[src/rtl/adc_sequencer.sv]
// adc_sequencer: round-robin scanner for a 12-bit serial ADC with a 16-bit frame.
// Each frame is SETUP (cs low, sclk high), 16 sclk periods of SHIFT, then a
// cs-high GAP, for 34*CLK_DIV clk cycles from frame start to frame start.
// Optional feature macro: ADC_SEQ_STALL_EN. When defined, an unaccepted sample
// parks the sequencer in HOLD instead of being overwritten.
module adc_sequencer #(
    parameter int CLK_DIV = 4,
    parameter int NUM_CH  = 8
) (
    input  logic        clk,
    input  logic        rst_n,
    input  logic        en,
    input  logic [7:0]  ch_mask,
    output logic        adc_cs_n,
    output logic        adc_sclk,
    output logic        adc_din,
    input  logic        adc_dout,
    output logic [11:0] sample,
    output logic [2:0]  sample_ch,
    output logic        sample_valid,
    input  logic        sample_ready,
    output logic        busy,
    output logic        overrun
);

    localparam logic [2:0] S_IDLE  = 3'd0;
    localparam logic [2:0] S_SETUP = 3'd1;
    localparam logic [2:0] S_SHIFT = 3'd2;
    localparam logic [2:0] S_GAP   = 3'd3;
`ifdef ADC_SEQ_STALL_EN
    localparam logic [2:0] S_HOLD  = 3'd4;
`endif

    localparam logic [7:0] DIV_M1 = 8'(CLK_DIV - 1);
    localparam logic [7:0] CH_EN  = 8'((1 << NUM_CH) - 1);

    logic [2:0]  state;
    logic [7:0]  cnt;       // clk cycles within the current phase
    logic [3:0]  bitc;      // frame bit index 0..15
    logic [2:0]  ch_q;      // channel of the current / last frame
    logic [10:0] shreg;     // only the last 11 captured bits are ever needed
    logic [7:0]  mask_eff;
    logic        start_ok;
    logic        div_end;
    logic        cap;
    logic        load;

    assign mask_eff = ch_mask & CH_EN;
    assign start_ok = en && (mask_eff != 8'd0);
    assign div_end  = (cnt == DIV_M1);
    // first clk cycle with sclk high inside SHIFT is the capture cycle
    assign cap      = (state == S_SHIFT) && adc_sclk && (cnt == 8'd0);
    assign load     = cap && (bitc == 4'd15);
    assign busy     = (state == S_SETUP) || (state == S_SHIFT) || (state == S_GAP);

    // control word bit k: channel number on bits 2..4, MSB first, else zero
    function automatic logic frame_bit(input logic [2:0] ch, input logic [3:0] k);
        case (k)
            4'd2:    return ch[2];
            4'd3:    return ch[1];
            4'd4:    return ch[0];
            default: return 1'b0;
        endcase
    endfunction

    // next enabled channel strictly after 'last', wrapping at NUM_CH
    function automatic logic [2:0] next_ch(input logic [2:0] last, input logic [7:0] m);
        logic [2:0] r;
        int         c;
        r = last;
        for (int i = NUM_CH; i >= 1; i--) begin
            c = (int'(last) + i) % NUM_CH;
            if (m[c[2:0]]) r = c[2:0];
        end
        return r;
    endfunction

    // frame sequencing FSM and the serial pins
    always_ff @(posedge clk) begin
        if (!rst_n) begin
            state    <= S_IDLE;
            cnt      <= 8'd0;
            bitc     <= 4'd0;
            ch_q     <= 3'(NUM_CH - 1);
            adc_cs_n <= 1'b1;
            adc_sclk <= 1'b1;
            adc_din  <= 1'b0;
        end else begin
            case (state)
                S_IDLE: begin
                    if (start_ok) begin
                        state    <= S_SETUP;
                        cnt      <= 8'd0;
                        adc_cs_n <= 1'b0;
                        ch_q     <= next_ch(ch_q, mask_eff);
                    end
                end
                S_SETUP: begin
                    if (div_end) begin
                        state    <= S_SHIFT;
                        cnt      <= 8'd0;
                        bitc     <= 4'd0;
                        adc_sclk <= 1'b0;
                        adc_din  <= frame_bit(ch_q, 4'd0);
                    end else begin
                        cnt <= cnt + 8'd1;
                    end
                end
                S_SHIFT: begin
                    if (div_end) begin
                        cnt <= 8'd0;
                        if (!adc_sclk) begin
                            adc_sclk <= 1'b1;
                        end else if (bitc == 4'd15) begin
                            state    <= S_GAP;
                            adc_cs_n <= 1'b1;
                        end else begin
                            adc_sclk <= 1'b0;
                            bitc     <= bitc + 4'd1;
                            adc_din  <= frame_bit(ch_q, bitc + 4'd1);
                        end
                    end else begin
                        cnt <= cnt + 8'd1;
                    end
                end
                S_GAP: begin
                    if (div_end) begin
                        cnt <= 8'd0;
`ifdef ADC_SEQ_STALL_EN
                        if (sample_valid && !sample_ready) begin
                            state <= S_HOLD;
                        end else
`endif
                        if (start_ok) begin
                            state    <= S_SETUP;
                            adc_cs_n <= 1'b0;
                            ch_q     <= next_ch(ch_q, mask_eff);
                        end else begin
                            state <= S_IDLE;
                        end
                    end else begin
                        cnt <= cnt + 8'd1;
                    end
                end
`ifdef ADC_SEQ_STALL_EN
                S_HOLD: begin
                    if (!sample_valid || sample_ready) begin
                        cnt <= 8'd0;
                        if (start_ok) begin
                            state    <= S_SETUP;
                            adc_cs_n <= 1'b0;
                            ch_q     <= next_ch(ch_q, mask_eff);
                        end else begin
                            state <= S_IDLE;
                        end
                    end
                end
`endif
                default: state <= S_IDLE;
            endcase
        end
    end

    // receive shift register, sample hand-off and overrun flag
    always_ff @(posedge clk) begin
        if (!rst_n) begin
            shreg        <= 11'd0;
            sample       <= 12'd0;
            sample_ch    <= 3'd0;
            sample_valid <= 1'b0;
            overrun      <= 1'b0;
        end else begin
            if (cap) shreg <= {shreg[9:0], adc_dout};
            if (load) begin
                sample       <= {shreg, adc_dout};
                sample_ch    <= ch_q;
                sample_valid <= 1'b1;
            end else if (sample_ready) begin
                sample_valid <= 1'b0;
            end
`ifndef ADC_SEQ_STALL_EN
            if (load && sample_valid && !sample_ready) overrun <= 1'b1;
`endif
        end
    end

endmodule

[config.mk]
export PLATFORM = sky130hd
export DESIGN_NAME = adc_sequencer
export DESIGN_NICKNAME = d
export VERILOG_FILES = /design/src/rtl/adc_sequencer.sv
export SDC_FILE = /design/constraint.sdc
export NUM_CORES = 1
export LEC_CHECK = 0
export CAP_MARGIN = 40
export CORE_MARGIN = 1.5
export CORE_UTILIZATION = 56
export CTS_BUF_LIST = sky130_fd_sc_hd__clkbuf_4 sky130_fd_sc_hd__clkbuf_8 sky130_fd_sc_hd__clkbuf_16
export CTS_CLUSTER_DIAMETER = 30
export CTS_CLUSTER_SIZE = 12
export DETAILED_ROUTE_END_ITERATION = 8
export PLACE_DENSITY_LB_ADDON = 0.2
export SYNTH_ARGS = -nofsm -noshare
export SYNTH_HDL_FRONTEND = slang
export SYNTH_SLANG_ARGS = --single-unit
export TNS_END_PERCENT = 10
[constraint.sdc]
create_clock -name clk -period 3.8 [get_ports clk]
set_clock_uncertainty 0.2 [all_clocks]
set_input_delay 0.57 -clock clk [delete_from_list [all_inputs] [get_ports clk]]
set_output_delay 0.57 -clock clk [all_outputs]
set_load 0.01 [all_outputs]
==> results of run 1 <==
-- per-layer routing --
| layer | share of wire, % | up-vias |
|---|---|---|
| met5 | 0 | - |
| met4 | 1.2 | 0 |
| met3 | 2.7 | 10 |
| met2 | 48 | 36 |
| met1 | 48 | 1134 |
| li1 | - | 1220 |
-- per-stage QoR --
stage / cells / cell area (µm²)
floorplan: 323 / 2920
global route: 425 / 3370
detailed placement: 417 / 3280
finish: 425 / 3370
CTS: 425 / 3370
global placement: 416 / 3260
-- sequential cells by signal, indices dropped and copies added, names as in the netlist --
name          count
adc_cs_n          1
adc_din           1
adc_sclk          1
bitc              4
ch_q              3
cnt               8
overrun           1
sample           12
sample_ch         3
sample_valid      1
shreg            11
state             2
-- power by group --
group | switching (mW) | internal (mW) | total [mW] | leakage (nW)
clock network | 0.172 | 0.149 | 0.321 | 0.0516
registers | 0.0401 | 0.537 | 0.577 | 0.388
logic | 0.513 | 0.411 | 0.924 | 0.873
total | 0.726 | 1.10 | 1.82 | 1.31
-- tightest hold or removal path, delay by kind of cell (launching register included) --
family	cells	cell delay, ns
DFF	1	0.32
AOI/OAI and AO/OA	1	0.06
and+or+nand+nor	1	0.05
-- worst min-delay path by stage --
stage                            end        from  depth (start not counted)
after floorplan           sample[11]   shreg[10]                          2
after global placement     sample[0]   sample[0]                          2
after detailed placement  sample[10]  sample[10]                          2
after CTS                 sample[10]  sample[10]                          2
after global routing      sample[10]  sample[10]                          2
final                      sample[3]   sample[3]                          2
-- cells in the mapped netlist, types with 4 or more instances --
| cell type | count | area (µm²) |
|---|---|---|
| a21boi_0 | 19 | 143 |
| a21oi_1 | 13 | 65.1 |
| and3_1 | 5 | 31.3 |
| clkbuf_1 | 7 | 26.3 |
| clkbuf_8 | 4 | 55.1 |
| dfxtp_1 | 48 | 961 |
| ha_1 | 12 | 150 |
| inv_1 | 16 | 60.1 |
| mux2_2 | 4 | 45.0 |
| mux2i_1 | 19 | 190 |
| mux4_1 | 4 | 105 |
| mux4_2 | 5 | 113 |
| nand2_1 | 45 | 169 |
| nand4_1 | 7 | 43.8 |
| nor2_1 | 20 | 75.1 |
| nor2b_1 | 19 | 119 |
| nor3_1 | 4 | 20.0 |
| o211ai_1 | 6 | 45.0 |
| o21ai_0 | 9 | 45.0 |
| xor2_1 | 11 | 96.3 |
-- cell families after synthesis --
group / count (synthesis) / synth area share, %
and+or+nand+nor: 116 / 19.5
muxes: 32 / 15.5
AOI/OAI and AO/OA: 71 / 17.2
adders and majority gates: 12 / 5.15
buffers and inverters: 31 / 5.83
xor gates and xnor gates: 13 / 3.90
DFF: 48 / 32.9
-- final cells by class --
type	instances	share of cell area, %
Timing Repair Buffer	39	11.3
Sequential cell	48	28.5
Clock inverter	2	0.408
Inverter	16	1.78
Multi-Input combinational cell	244	52.9
Clock buffer	6	2.45
Tap cell	70	2.60
-- cell usage in the layout (no fill, tap or decap), drive strengths merged, types with 4 or more instances in the layout --
cell,n
dfxtp,48
mux4,9
clkbuf,6
nor2,20
xor2,11
clkdlybuf4s50,33
and3,6
mux2i,19
nand2,45
a21boi,19
inv,17
nor3,4
a211o,4
a21oi,13
nand4,7
nor2b,19
buf,6
mux2,4
o211ai,6
o21ai,10
ha,12
==> impl_metrics.ini, run 1 <==
[die]
start_util_pct = 57.5
die_y_um = 75.2
fp.dieW_um = 75.2
ioPinCount = 34
fp.dieArea_mm2 = 0.00565
core-area_mm2 = 0.00507
placementRows = 26

[route]
wl_mm = 6.00
drtPass1Iterations = 4
route.detailed.drc = 0
via_per_inst = 5.65
num_vias = 2400
wl_per_cell_um = 14.1
ant_nets = 0
drt_iter0_drc = 115

[worst_setup_path]
reg2regPathDepth = 8
critPathMaxStageDelay_ns = 0.66
cp_cell_sequence = inv_1 -> ha_1 -> mux4_2 -> a211o_1 -> a32oi_2 -> o211ai_1 -> a32o_1 -> a32oi_1
crit_path_end = ch_q[2]
crit_type = reg -> reg
critPathLaunch = ch_q[0]
end_kind = flip-flop
start_kind = flip-flop
path_max_fanout = 8
r2r_start = ch_q[0]
reg2reg_to = ch_q[2]
critPathRequiredTime_ns = 3.83
crit_slowest_cell = mux4_2
path_depth = 8
worstPathArrival_ns = 3.03
cp_num_buf_inv = 1
rrSetupSlack_ns = 0.80
cpLargestDelayFamily = compound AO/OA/AOI/OAI gates

[logic_synthesis]
synth_flop_cell = dfxtp_1
synth_seq_cells = 48
synth_edf_count = 0
ys_seq_area_share_pct = 32.9
syn_nets = 348
syn_area_mm2 = 0.00292
async_reset_ff_share_pct = 0
synth_cell_types = 52
yosys_warnings = 0
syn_avg_cell_area_um2 = 9.03
netlist_instances = 323

[timing]
max-slew-margin-rel_pct = 52.3
worst_pin_slew_ns = 0.696
grt_setup_unrepaired = false
setup_viol = 0
setup_slack_ns = 0.801
maxSlewViolCount = 0
timing.setup.tns_ns = 0
whs_ns = 0.266
finalCritPeriodShare_pct = 78.9
min_period_ns = 3.00
max_freq_ghz = 0.333
finalHoldViolations = 0

[global_route]
grt_overflow = 0
gr-max-usage-layer = met2
grt_max_degree = 28
met3_usage_pct = 4.42
antenna_found_initial = 0
grt_use_met1_pct = 29.8
use_met2_pct = 37.5
grtUsageTotal_pct = 22.4
grt_pass1_wl_mm = 9.92
grt_pass1_vias = 2170

[place]
dp_slack_ns = 0.676
io_buffers = 33
place.gp.congestion = 0.781
post-dp-hpwl_mm = 4.34

[clocking]
clkLatencyLatePin_ns = 0.30
post_cts_resized = 0
clk_pin_slew_ns = 0.09
cts_root_buf = clkbuf_8
cts_setup_buffers = 0
hold_buffers = 0
clock_sinks = 48
cts_buffer_depth = 2
cts_made_buffers = 5
htree_levels = 2
cts_tree = yes

[cells_and_area]
antenna_cells = 0
final_util_pct = 66.5
nFillCells = 439
seq_area_um2 = 961
syn2layout_area_growth_pct = 15.7
drive_above_1_share_pct = 8.45
fin_nets = 379
multi_input_area_mm2 = 0.00179

[flow_run]
cap_viol_max_count = 0

[power]
power_density_mw_per_mm2 = 540
leakagePower_nw = 1.31
total_power_mw = 1.82
vdd_drop_max_mv = 0.368

[hold_path]
hold_path_class = reg -> reg

[status]
status = completed
Note: power is estimated with default switching activity, not from simulation.
==> run 2, diff against run 1 <==
Clock period 3.8 ns to 2.95 ns, I/O delays scaled along.
==> run 2 against run 1 <==
  * Sequential share of layout area fell by 0.97 points
  * Sequential cell count did not move
  * First-iteration DRC count rose by 21%
  * Core utilization rose by 2.3 points
  * Fmax rose by 4.8%
  * Clock-buffer cell count fell by 1
  * Non-clock buffer count rose by 9
  * Die area did not move
  * Routed wire length rose by 0.90%
  * Via count rose by 1.9%
  * Register-to-register slack got worse by 0.71 ns
==> impl_metrics.ini, run 2 (synthesis gave the netlist of run 1 again) <==
[power]
vdd_drop_max_mv = 0.456
power_density_mw_per_mm2 = 746
leakagePower_nw = 1.37

[die]
core-area_mm2 = 0.00507
start_util_pct = 57.5
ioPinCount = 34
die_y_um = 75.2
fp.dieW_um = 75.2
placementRows = 26
fp.dieArea_mm2 = 0.00565

[worst_setup_path]
critPathLaunch = ch_q[1]
worstPathArrival_ns = 2.88
r2r_start = ch_q[1]
cp_num_buf_inv = 1
critPathRequiredTime_ns = 2.97
crit_type = reg -> reg
critPathMaxStageDelay_ns = 0.60
cp_cell_sequence = inv_1 -> ha_2 -> mux4_2 -> a211o_1 -> a32oi_2 -> o211ai_1 -> a32o_1 -> a32oi_1
end_kind = flip-flop
cpLargestDelayFamily = compound AO/OA/AOI/OAI gates
path_max_fanout = 6
start_kind = flip-flop
crit_slowest_cell = mux4_2

[flow_run]
cap_viol_max_count = 0

[route]
via_per_inst = 5.63
drt_iter0_drc = 139
wl_per_cell_um = 14.0
drtPass1Iterations = 4
wl_mm = 6.06
route.detailed.drc = 0
num_vias = 2445
ant_nets = 0

[cells_and_area]
drive_above_1_share_pct = 11.8
final_util_pct = 68.8
finalNonFillerCells = 434
largestRegisters = sample x12, shreg x11, cnt x8
most-common-layout-cells = dfxtp_1 (48), nand2_1 (45), clkdlybuf4s50_1 (33), nor2_1 (20)
syn2layout_area_growth_pct = 19.7
layout_commonest_cell = dfxtp_1
largest-register = sample
largest_reg_flops = 12
fin_nets = 388
antenna_cells = 0

[timing]
setup_slack_ns = 0.0894
maxSlewViolCount = 0
worst_pin_slew_ns = 0.698
max_freq_ghz = 0.350
finalCritPeriodShare_pct = 97.0
finalHoldViolations = 0
min_period_ns = 2.86
setup_viol = 0
max-slew-margin-rel_pct = 53.3

[clocking]
clk_pin_slew_ns = 0.09
cts_setup_buffers = 0
cts_made_buffers = 5
cts_tree = yes
cts_buffer_depth = 2
cts_root_buf = clkbuf_8
clock_sinks = 48
htree_levels = 2
clkLatencyLatePin_ns = 0.30

[hold_path]
hold_path_class = reg -> reg
holdCritStartpoint = sample[0]

[place]
dp_slack_ns = 0.0399
dp_cells = 426
place.gp.congestion = 0.832
io_buffers = 33
post-dp-hpwl_mm = 4.37

[global_route]
grt_max_degree = 24
grt_pass1_vias = 2194
grt_pass1_wl_mm = 9.82
antenna_found_initial = 0
grtUsageTotal_pct = 22.8
grt_overflow = 0

[status]
status = completed
## run 2: cell count changes in the layout (fill, tap and decap cells not counted), moves of 2 or more
cell | before | now
bufinv_16 | 0 | 2
mux2i_1 | 19 | 17
mux2i_2 | 0 | 2
buf_4 | 5 | 15
## run 2: worst reg2reg max path: cells and delay by family (launching register included)
| kind | cells | cell delay (ns) |
|---|---|---|
| adder cells (fa/ha/maj) | 1 | 0.41 |
| buffers and inverters | 1 | 0.09 |
| AO/OA/AOI/OAI | 5 | 1.15 |
| flip-flops | 1 | 0.34 |
| multiplexers | 1 | 0.60 |
## run 2: metal layers
| layer | up-vias | share of wire (%) | track usage [%] |
|---|---|---|---|
| met5 | - | 0 | 0 |
| met4 | 0 | 1.7 | 8.13 |
| met3 | 12 | 3.2 | 4.55 |
| met2 | 41 | 49 | 38.6 |
| met1 | 1160 | 46 | 28.9 |
| li1 | 1232 | - | - |
## run 2: worst paths after layout
kind | depth (start not counted) | slack [ns] | end
hold reg to reg | 2 | 0.26 | sample[0]
setup / recovery | 8 | 0.09 | ch_q[2]
setup reg to reg | 8 | 0.09 | ch_q[2]
hold / removal | 2 | 0.26 | sample[0]
## run 2: area by class of cell
cell class / instances / area, µm²
Multi-Input combinational cell: 244 / 1800
Fill cell: 444 / 1580
Sequential cell: 48 / 961
Timing Repair Buffer: 48 / 443
Tap cell: 70 / 87.6
Clock buffer: 5 / 68.8
Clock inverter: 3 / 68.8
Inverter: 16 / 60.1
## run 2: power breakdown
part           total, mW  internal [mW]  switching (mW)  leakage, nW
Sequential         0.739          0.691          0.0473        0.388
Clock              0.567          0.341           0.226       0.0687
Combinational       1.30          0.611           0.688        0.913
## run 2: timing repair
| action | CTS | global route |
|---|---|---|
| endpoints found under the hold margin | 0 | 0 |
| gates resized for setup | 0 | 4 |
| setup endpoints to repair | 0 | 2 |
| hold buffers | 0 | 0 |
## run 2: metrics by stage
stage	hold slack, ns	area (µm²)	power, mW	TNS (ns)
after global routing	0.288	3490	2.77	-0.00520
after global placement	0.250	3340	1.98	0
after floorplan	0.241	2920	1.71	0
after detailed placement	0.256	3340	2.00	0
final	0.263	3490	2.60	0
after CTS	0.269	3480	2.57	0
==> run 3, diff against run 2 <==
Settings changed: CTS_CLUSTER_DIAMETER 30 to 80.
==> results of run 3 <==
The final DEF is identical to that of run 2; final timing and power are the same.
